**src/rtl/scan_chain_seq.sv**
```systemverilog
// Multi-chain scan wrapper with autonomous shift/capture sequencer; one pattern per START, period CHAIN_LEN+2.
// Define SCAN_MISR_EN to compact the shifted-out response stream into SIG; otherwise SIG is tied to 0.
module scan_chain_seq #(
    parameter int                CHAIN_LEN  = 4,
    parameter int                NUM_CHAINS = 1,
    parameter int                CNT_W      = 8,
    parameter int                MISR_W     = 16,
    parameter logic [MISR_W-1:0] MISR_POLY  = 16'h1021
) (
    input  logic                             CLK,
    input  logic                             RST,
    input  logic                             START,
    input  logic [NUM_CHAINS-1:0]            SI,
    output logic [NUM_CHAINS-1:0]            SO,
    output logic                             SE,
    output logic                             BUSY,
    output logic                             DONE,
    output logic [CNT_W-1:0]                 PAT_CNT,
    output logic [NUM_CHAINS*CHAIN_LEN-1:0]  FUNC_Q,
    input  logic [NUM_CHAINS*CHAIN_LEN-1:0]  FUNC_D,
    output logic [MISR_W-1:0]                SIG
);
    localparam int SC_W = $clog2(CHAIN_LEN + 1);
    localparam int TOT  = NUM_CHAINS * CHAIN_LEN;
    localparam logic [SC_W-1:0] LAST_SHIFT = SC_W'(CHAIN_LEN - 1);

    typedef enum logic [1:0] {S_IDLE, S_SHIFT, S_CAPTURE} state_t;

    state_t                r_state;
    logic [SC_W-1:0]       r_shift_cnt;
    logic [TOT-1:0]        r_chain;
    logic [CNT_W-1:0]      r_pat_cnt;
    logic                  r_done;
    logic [NUM_CHAINS-1:0] w_so;
    logic [TOT-1:0]        w_shifted;

    always_comb begin
        w_so      = '0;
        w_shifted = '0;
        for (int c = 0; c < NUM_CHAINS; c++) begin
            w_so[c] = r_chain[c*CHAIN_LEN + CHAIN_LEN - 1];
            w_shifted[c*CHAIN_LEN +: CHAIN_LEN] = {r_chain[c*CHAIN_LEN +: CHAIN_LEN-1], SI[c]};
        end
    end

    always_ff @(posedge CLK or posedge RST) begin
        if (RST) begin
            r_state     <= S_IDLE;
            r_shift_cnt <= '0;
            r_chain     <= '0;
            r_pat_cnt   <= '0;
            r_done      <= 1'b0;
        end else begin
            r_done <= 1'b0;
            case (r_state)
                S_IDLE: begin
                    if (START) begin
                        r_state     <= S_SHIFT;
                        r_shift_cnt <= '0;
                    end
                end
                S_SHIFT: begin
                    r_chain     <= w_shifted;
                    r_shift_cnt <= r_shift_cnt + SC_W'(1);
                    if (r_shift_cnt == LAST_SHIFT)
                        r_state <= S_CAPTURE;
                end
                S_CAPTURE: begin
                    r_chain <= FUNC_D;
                    r_done  <= 1'b1;
                    r_state <= S_IDLE;
                    if (r_pat_cnt != '1)
                        r_pat_cnt <= r_pat_cnt + CNT_W'(1);
                end
                default: r_state <= S_IDLE;
            endcase
        end
    end

`ifdef SCAN_MISR_EN
    logic [MISR_W-1:0] r_sig;

    // Compacts exactly the bits leaving the chains, one step per shift edge.
    always_ff @(posedge CLK or posedge RST) begin
        if (RST)
            r_sig <= '0;
        else if (r_state == S_SHIFT)
            r_sig <= {r_sig[MISR_W-2:0], 1'b0}
                   ^ (r_sig[MISR_W-1] ? MISR_POLY : '0)
                   ^ MISR_W'(w_so);
    end

    assign SIG = r_sig;
`else
    assign SIG = '0;
`endif

    assign SO      = w_so;
    assign SE      = (r_state == S_SHIFT);
    assign BUSY    = (r_state != S_IDLE);
    assign DONE    = r_done;
    assign PAT_CNT = r_pat_cnt;
    assign FUNC_Q  = r_chain;

endmodule

```
**config.mk**
```make
export PLATFORM = sky130hd
export DESIGN_NAME = scan_chain_seq
export DESIGN_NICKNAME = d
export VERILOG_FILES = /design/src/rtl/scan_chain_seq.sv
export SDC_FILE = /design/constraint.sdc
export NUM_CORES = 1
export LEC_CHECK = 0
export ABC_AREA = 1
export CAP_MARGIN = 10
export CORE_MARGIN = 2
export CORE_UTILIZATION = 40
export CTS_CLUSTER_DIAMETER = 80
export DETAILED_ROUTE_END_ITERATION = 7
export PLACE_DENSITY = 0.8
export SLEW_MARGIN = 20
export SYNTH_ARGS = -nofsm -noshare
export SYNTH_HDL_FRONTEND = slang
export SYNTH_SLANG_ARGS = --single-unit
```
**constraint.sdc**
```tcl
create_clock -name CLK -period 1.22 [get_ports CLK]
set_input_delay 0.183 -clock CLK [delete_from_list [all_inputs] [get_ports CLK]]
set_output_delay 0.183 -clock CLK [all_outputs]
set_load 0.01 [all_outputs]
```
==> results of run 1 <==
==> what timing repair did <==
item                                    CTS  global route
pin swaps                                12             9
endpoints found under the setup margin   33            20
hold buffers                              0             0
gates resized for setup                  52             9
setup buffers                            15             3
==> final timing paths <==
check	from	endpoint	slack, ns	depth (start not counted)
max	r_state[1]	r_state[1]	-0.11	8
max in group asynchronous	RST	PAT_CNT[0]	0.80	3
min reg2reg	r_shift_cnt[1]	r_shift_cnt[1]	0.50	2
min	RST	DONE	0.20	3
min in group CLK	SI	FUNC_Q[0]	0.44	3
max reg2reg	r_state[1]	r_state[1]	-0.11	8
==> worst max-delay path: cells and delay by family (launching register included) <==
family	cells	cell delay (ns)
DFF	1	0.41
adders and majority gates	1	0.14
and+or+nand+nor	2	0.33
buffers and inverters	3	0.23
AOI/OAI and AO/OA	2	0.15
==> registers in the layout, summed over array words and instances, names as in the netlist <==
| name | count |
|---|---|
| DONE | 1 |
| FUNC_Q | 4 |
| PAT_CNT | 8 |
| r_shift_cnt | 3 |
| r_state | 2 |
==> per-stage QoR <==
step           setup TNS [ns]  cells  instance area, um^2  util (%)
3_3_place_gp            -1.26    195                 1410      52.4
3_5_place_dp            -1.85    195                 1410      52.4
2_1_floorplan         -0.0126    148                 1190         -
4_1_cts                -0.790    214                 1650      61.5
6_report                -1.18    217                 1690      62.9
5_1_grt                 -2.31    217                 1690      62.9
==> cells by family (layout without fill, tap and decap cells) <==
logic type / Yosys count / count (layout) / synth area share (%)
AO/OA/AOI/OAI: 12 / 12 / 6.24
XOR/XNOR: 2 / 2 / 1.59
adder cells (fa/ha/maj): 6 / 6 / 6.80
buffers and inverters: 31 / 69 / 17.2
flip-flops: 18 / 18 / 40.8
other: 1 / 16 / 0.340
AND/OR/NAND/NOR: 63 / 63 / 27.0
==> routing by layer <==
metal | track usage [%] | wire [um] | vias to the layer above
li1 | - | - | 490
met1 | 18.2 | 988 | 472
met2 | 32.4 | 1460 | 24
met3 | 3.23 | 112 | 2
met4 | 6.12 | 18 | 0
met5 | 0 | 0 | -
==> cell type report <==
class | instances | area, um^2
clock buffer | 4 | 36.3
timing repair buffer | 53 | 473
sequential | 18 | 452
fill | 242 | 996
inverter | 12 | 55.1
multi-input combinational | 99 | 636
tap | 31 | 38.8
==> power by group <==
part           switching, W  internal [W]  total [W]
sequential         0.000135      0.000811   0.000946
clock              0.000185      0.000182   0.000366
combinational       0.00111       0.00123    0.00235
==> cell usage in the layout, fill, tap and decap left out, drive strengths merged <==
| cell type | n |
|---|---|
| a21oi | 1 |
| a31oi | 4 |
| buf | 33 |
| clkbuf | 4 |
| clkdlybuf4s15 | 1 |
| clkdlybuf4s50 | 7 |
| conb | 16 |
| dfrtp | 18 |
| dlygate4sd2 | 12 |
| ha | 6 |
| inv | 12 |
| nand2 | 43 |
| nand3 | 4 |
| nor2 | 13 |
| nor3 | 1 |
| nor3b | 1 |
| o21ai | 7 |
| or2 | 1 |
| xnor2 | 1 |
| xor2 | 1 |
==> run metrics, run 1 <==
outcome=finished with violations; failing checks=setup timing; Worst path most repeated cell=inv_2; post-place setup slack=-0.178 ns; final worst slack=-0.108 ns; Num CTS Buffers=3; Crit Path Category=flip-flop to flip-flop; total gr overflow=0; Total GRT Usage=between 10% and 20%; most frequent cell after synthesis=nand2_1; initial DRC count=16; Num Clock Sinks=18; most frequent cells after synthesis=nand2_1, dfrtp_1, buf_4; DRC Markers=0; period utilization=109%; DP HPWL=1640 um; crit-path cells=inv_2 -> ha_4 -> inv_2 -> buf_6 -> or2_4 -> o21ai_4 -> nand2_1 -> o21ai_1; number of synthesized flops with an enable pin=0; Netlist cell types=25; max-cap violation count=0; Worst Hold Slack=approximately 0.2 ns; Die W=56.5 um; Initial Util=roughly two fifths; vias after detailed routing=988; row count=19; Async SR Flop Fraction=100%; power per cell area=2160 nW/um^2; cells taking the most area after synthesis=dfrtp_1, nand2_1, buf_4; Clk Latency, worst-skew pair=0.29 ns; Ports=40; layout cell share with drive strength beyond 1=between 30% and 40%; Reg clk slew, reported paths=0.11 ns; Seq/Total Area, Yosys=40.8%; fmax=approximately 750 MHz; DRT antenna net count=0; die outline area=between 3000 and 4000 um^2; synth warn=0; post-synth top area share=40.8%; worst path required time=1.45 ns; Routed WL per cell=roughly 12 um; routed wire length=2580 um; Setup violations, final=18; GP Congestion=roughly 0.76; mean post-synth cell area=approximately 8.3 um^2; unrepaired setup endpoints after global routing=true; Final Skew=approximately 0.0063 ns; first-pass GRT wire length=about 4200 um; drt via density=about 4.6; core area=2690 um^2; Peak VDD IR=between 1.5 and 2 mV; htree depth=1; Critical-path top delay cell=dfrtp_1; First-pass DRT Iterations=4; Yosys top cell by area=dfrtp_1; Root Buffer=clkbuf_4; crit start category=flip-flop; synthesis-stage register bit count=18; number of global-route vias before repair=just over 1k; Mapped Cells=133; area delta synth->final=53.2%; Bufs on Longest Clock Path=2; Final Total Pwr=between 0.003 and 0.004 W; CP Capture Type=flip-flop; Nets=~200; Post-Syn Area=~1100 um^2; Largest stage delay, worst path=0.41 ns; initial antenna violation count=0; Leak=0.865 nW; worst hold-check path type=input port to asynchronous set/reset pin; Hold Vio Cnt, Final=0; CTS tree=yes; Ant. Diodes=0; Die Y=between 50 and 60 um; Max FO, Critical Path=4; fin crit period=around 1.3 ns; PortBufs=23; top_reg_cell synth=dfrtp_1; largest net degree at the start of global routing=19; max-slew violations=0; critical path arrival=about 1.6 ns
Note: power is estimated with default switching activity, not from simulation.
==> inputs of run 2 (changes only) <==
--- a/constraint.sdc
+++ b/constraint.sdc
@@ -3,2 +3,2 @@
 set_output_delay 0.183 -clock CLK [all_outputs]
-set_load 0.01 [all_outputs]
+set_load 0.02 [all_outputs]
==> run metrics, run 2 (synthesis results as in run 1) <==
outcome=finished with violations (unchanged); failing checks=setup timing (unchanged); Max FO, Critical Path=4 (unchanged); DRC Markers=0 (unchanged); row count=19 (unchanged); Seq pwr share=28.8% (was 25.8%); max-slew violations=0 (unchanged); vias after detailed routing=946 (was 988); Crit Path Category=flip-flop to flip-flop (unchanged); first-pass GRT wire length=3810 um (was 4240 um); final worst slack=-0.151 ns (was -0.108 ns); htree depth=1 (unchanged); CP Capture Type=flip-flop (unchanged); Routed WL per cell=11.1 um (was 11.9 um); First-pass DRT Iterations=4 (unchanged); number of fill cells=250 (was 242); power per cell area=2270 nW/um^2 (was 2160 nW/um^2); drt via density=4.66 (was 4.55); grt met3 use=2.30% (was 3.23%); DRT antenna net count=0 (unchanged); CTS Hold Bufs=0 (unchanged); Ports=40 (unchanged); clock share of power=10.7% (was 10.0%); max-cap violation count=0 (unchanged); largest net degree at the start of global routing=11 (was 19); Peak VDD IR=1.82 mV (was 1.72 mV); GP Congestion=0.827 (was 0.765); fin crit period=1.37 ns (was 1.33 ns); reg2reg path depth=8 (unchanged); Num Clock Sinks=18 (unchanged); core area=2690 um^2 (unchanged); critical path arrival=1.60 ns (was 1.55 ns); layout cell share with drive strength beyond 1=35.5% (was 36.6%); max reg flops=8 (unchanged); area of the multi-input gates=632 um^2 (was 636 um^2); number of global-route vias before repair=923 (was 1010); Num CTS Buffers=3 (unchanged); Die Y=56.5 um (unchanged); DP HPWL=1740 um (was 1640 um); crit-path cells=inv_2 -> ha_4 -> inv_4 -> buf_6 -> or2_4 -> o21ai_4 -> nand2_1 -> o21ai_2 (was inv_2 -> ha_4 -> inv_2 -> buf_6 -> or2_4 -> o21ai_4 -> nand2_1 -> o21ai_1); met1 GRT Util=15.9% (was 18.2%); initial DRC count=17 (was 16); Reg clk slew, reported paths=0.11 ns (about the same); Die W=56.5 um (unchanged); Ant. Diodes=0 (unchanged); switching portion of total power=44.0% (was 39.2%); Nets=187 (was 201); crit start category=flip-flop (unchanged); worst path required time=1.45 ns (about the same); initial antenna violation count=0 (unchanged); Comb power frac=60.5% (was 64.1%); die outline area=3200 um^2 (unchanged); Cell Int Power=0.00193 W (was 0.00223 W); Worst Hold Slack=0.107 ns (was 0.200 ns); worst hold-check path type=input port to asynchronous set/reset pin (unchanged); Hold Vio Cnt, Final=0 (unchanged); Leak=0.767 nW (was 0.865 nW); total gr overflow=0 (unchanged); PortBufs=23 (unchanged); CTS tree=yes (unchanged); most frequent cells in the layout=nand2_1, dfrtp_1, conb_1 (was nand2_1, buf_4, dfrtp_1); Critical-path top delay cell=dfrtp_1 (unchanged); Net Switching=0.00152 W (was 0.00143 W); met2 usage=29.4% (was 32.4%); unrepaired setup endpoints after global routing=true (unchanged); Root Buffer=clkbuf_4 (unchanged); GR peak layer=met2 (unchanged); commonest non-fill, non-tap cell in the layout=nand2_1 (unchanged); Largest stage delay, worst path=0.42 ns (was 0.41 ns); register area=453 um^2 (was 452 um^2); slack of the worst reg-to-reg path=-0.15 ns (was -0.11 ns); area delta synth->final=38.0% (was 53.2%); Final Skew=0.00804 ns (was 0.00627 ns); Initial Util=41.1% (unchanged); Reg-to-Reg Start=r_state[1] (unchanged); Clk Latency, worst-skew pair=0.30 ns (was 0.29 ns); period utilization=112% (was 109%); Setup violations, final=19 (was 18); Bufs on Longest Clock Path=2 (unchanged); worst r2r dst=r_state[1] (unchanged); post-place setup slack=-0.213 ns (was -0.178 ns); routed wire length=2260 um (was 2580 um); fmax=729 MHz (was 753 MHz); Total GRT Usage=15.1% (was 17.0%)
==> run 2: cell count changes in the layout (fill, tap and decap cells not counted), moves of 2 or more <==
cell / change
clkdlybuf4s15_1: +2
dlygate4sd2_1: -11
nand2_1: +4
buf_6: -3
clkbuf_2: +8
buf_4: -10
nand2_2: -4
==> run 2: power by group through the flow <==
stage / registers, W / clock network, W / logic, W
after floorplan: 0.00118 / 0 / 0.00102
after global placement: 0.000998 / 0 / 0.00188
after detailed placement: 0.00101 / 0 / 0.00195
after CTS: 0.000990 / 0.000379 / 0.00211
after global routing: 0.00102 / 0.000415 / 0.00225
final: 0.000995 / 0.000368 / 0.00209
==> run 2: timing repair <==
action,CTS,global route
pin swaps,18,8
setup buffers,3,1
setup endpoints to repair,30,32
resized for setup,53,19
==> run 2: cell type report <==
class                           instances  area share [%]
Multi-Input combinational cell         99            41.5
Sequential cell                        18            29.7
Timing Repair Buffer                   39            20.5
Inverter                               12            3.29
Tap cell                               31            2.55
Clock buffer                            4            2.38
==> run 2: worst max path at each step <==
stage	to	depth (start not counted)	start	slack, ns
floorplan	PAT_CNT[4]	8	PAT_CNT[0]	-0.01
global placement	BUSY	4	r_state[0]	-0.18
detailed placement	SE	3	r_state[1]	-0.21
CTS	r_state[0]	8	r_state[1]	-0.17
global route	r_state[0]	8	r_state[1]	-0.20
finish	r_state[1]	8	r_state[1]	-0.15
==> run 2: stage by stage <==
step	TNS (ns)	instances	cell area (um^2)	power [W]	util (%)
floorplan	-0.0383	148	1220	0.00221	-
global placement	-0.673	196	1440	0.00288	53.6
detailed placement	-1.30	196	1440	0.00296	53.6
CTS	-1.17	202	1550	0.00348	57.8
global route	-2.66	203	1520	0.00369	56.7
finish	-1.83	203	1520	0.00345	56.7
==> run 2: critical path, delay by kind of cell (launching register included) <==
family / cells / cell delay [ns]
DFF: 1 / 0.42
and+or+nand+nor: 2 / 0.34
buffers and inverters: 3 / 0.24
AOI/OAI and AO/OA: 2 / 0.16
adders and majority gates: 1 / 0.15
==> run 2: layer usage <==
metal | vias up | wire length (um) | part of all wire [%]
met5 | - | 0 | 0
met4 | 0 | 16 | 0.71
met3 | 4 | 108 | 4.8
met2 | 33 | 1280 | 57
met1 | 448 | 855 | 38
li1 | 461 | - | -
==> inputs of run 3 (changes only) <==
Settings changed: CTS_CLUSTER_SIZE set to 8, REMOVE_ABC_BUFFERS set to 1.
==> run metrics, run 3 (synthesis results as in run 1) <==
Crit Path Category=flip-flop to output pin (was flip-flop to flip-flop); total gr overflow=0 (unchanged); fmax=730 MHz (was 729 MHz); Root Buffer=clkbuf_4 (unchanged); Final Total Pwr=0.00379 W (was 0.00345 W); Worst Hold Slack=0.197 ns (was 0.107 ns); period utilization=112% (about the same); Final Core Density=59.9% (was 56.7%); clock share of power=9.9% (was 10.7%); GP Congestion=0.796 (was 0.827); first-pass GRT wire length=3970 um (was 3810 um); power per cell area=2360 nW/um^2 (was 2270 nW/um^2); failing checks=setup timing (unchanged); Num Clock Sinks=18 (unchanged); register area=450 um^2 (was 453 um^2); Seq pwr share=25.9% (was 28.8%); Clk Latency, worst-skew pair=0.30 ns (about the same); vias after detailed routing=958 (was 946); PortBufs=23 (unchanged); final worst slack=-0.151 ns (about the same); number of global-route vias before repair=935 (was 923); commonest non-fill, non-tap cell in the layout=nand2_1 (unchanged); switching portion of total power=44.5% (was 44.0%); CTS Hold Bufs=0 (unchanged); Hold Vio Cnt, Final=0 (unchanged); drt via density=4.65 (was 4.66); Ports=40 (unchanged); Leak=0.789 nW (was 0.767 nW); slack of the worst reg-to-reg path=-0.15 ns (about the same); largest net degree at the start of global routing=19 (was 11); initial antenna violation count=0 (unchanged); Cell Int Power=0.00211 W (was 0.00193 W); max-cap violation count=0 (unchanged); critical path arrival=1.19 ns (was 1.60 ns); area delta synth->final=45.8% (was 38.0%); CTS tree=yes (unchanged); Critical-path top delay cell=dfrtp_1 (unchanged); crit start category=flip-flop (unchanged); Comb power frac=64.2% (was 60.5%); Routed WL per cell=12.8 um (was 11.1 um); Nets=190 (was 187); Die Y=56.5 um (unchanged); Bufs on Longest Clock Path=2 (unchanged); max-slew violations=0 (unchanged); Die W=56.5 um (unchanged); worst hold-check path type=input port to asynchronous set/reset pin (unchanged); Peak VDD IR=2.22 mV (was 1.82 mV); initial DRC count=10 (was 17); DRT antenna net count=0 (unchanged); layout cell share with drive strength beyond 1=41.1% (was 35.5%); First-pass DRT Iterations=4 (unchanged); Total GRT Usage=15.9% (was 15.1%); DP HPWL=1610 um (was 1740 um); number of fill cells=219 (was 250); core area=2690 um^2 (unchanged); Reg clk slew, reported paths=0.10 ns (was 0.11 ns); area of the multi-input gates=647 um^2 (was 632 um^2); unrepaired setup endpoints after global routing=true (unchanged); Num CTS Buffers=3 (unchanged); row count=19 (unchanged); Ant. Diodes=0 (unchanged); Net Switching=0.00169 W (was 0.00152 W); Setup violations, final=19 (unchanged); DRC Markers=0 (unchanged); most frequent cells in the layout=nand2_1, dfrtp_1, conb_1 (unchanged); fin crit period=1.37 ns (about the same); Initial Util=41.1% (unchanged); die outline area=3200 um^2 (unchanged); CP Capture Type=output pin (was flip-flop); Final Skew=0.00274 ns (was 0.00804 ns); Largest stage delay, worst path=0.40 ns (was 0.42 ns); routed wire length=2630 um (was 2260 um); htree depth=1 (unchanged); worst path required time=1.04 ns (was 1.45 ns); Max FO, Critical Path=2 (was 4); crit-path cells=inv_2 -> buf_12 -> ha_4 -> buf_6 (was inv_2 -> ha_4 -> inv_4 -> buf_6 -> or2_4 -> o21ai_4 -> nand2_1 -> o21ai_2); max reg flops=8 (unchanged); outcome=finished with violations (unchanged)
[run 3: timing repair]
item                       4_1_cts  5_1_grt
buffers inserted                 3        5
setup endpoints to repair       33       29
resized for setup               65       39
pin swaps                       11       24
[run 3: area by class of cell]
class | instances | share of cell area (%)
tap | 31 | 2.41
timing repair buffer | 42 | 22.8
clock buffer | 4 | 2.26
sequential | 18 | 28.0
multi-input combinational | 99 | 40.2
inverter | 12 | 4.35
[run 3: final timing paths]
path	from	end	depth (start not counted)
setup reg to reg	r_state[1]	r_shift_cnt[2]	8
max in group asynchronous	RST	PAT_CNT[5]	3
hold / removal	RST	FUNC_Q[0]	3
setup / recovery	r_state[1]	SE	4
min in group CLK	FUNC_D[0]	FUNC_Q[0]	3
hold reg to reg	r_shift_cnt[0]	r_shift_cnt[0]	1
[run 3: metrics by stage]
stage | worst slack, ns | setup TNS (ns) | std cells | area, um^2
after global routing | -0.194 | -2.30 | 206 | 1610
after CTS | -0.122 | -0.503 | 202 | 1530
after detailed placement | -0.263 | -1.50 | 195 | 1380
after global placement | -0.210 | -0.943 | 195 | 1380
after floorplan | -0.162 | -1.39 | 129 | 1020
final | -0.151 | -1.24 | 206 | 1610
[run 3: power by group through the flow]
stage	Combinational, W	Sequential, W	Clock, W
after detailed placement	0.00177	0.000959	0
after CTS	0.00207	0.000959	0.000385
after global routing	0.00262	0.00100	0.000402
final	0.00244	0.000981	0.000376
after floorplan	0.000793	0.00116	0
after global placement	0.00171	0.000953	0
[run 3: routing by layer]
| metal | up-vias | global-route usage [%] | part of all wire, % |
|---|---|---|---|
| met2 | 26 | 29.6 | 58 |
| met1 | 462 | 16.4 | 36 |
| met5 | - | 0 | 0 |
| li1 | 465 | - | - |
| met4 | 0 | 8.50 | 2.4 |
| met3 | 5 | 3.23 | 4.1 |
[run 3: worst max-delay path: cells and delay by family, from the launching register on]
family | cells | cell delay (ns)
DFF | 1 | 0.40
buffers and inverters | 3 | 0.33
adders and majority gates | 1 | 0.15
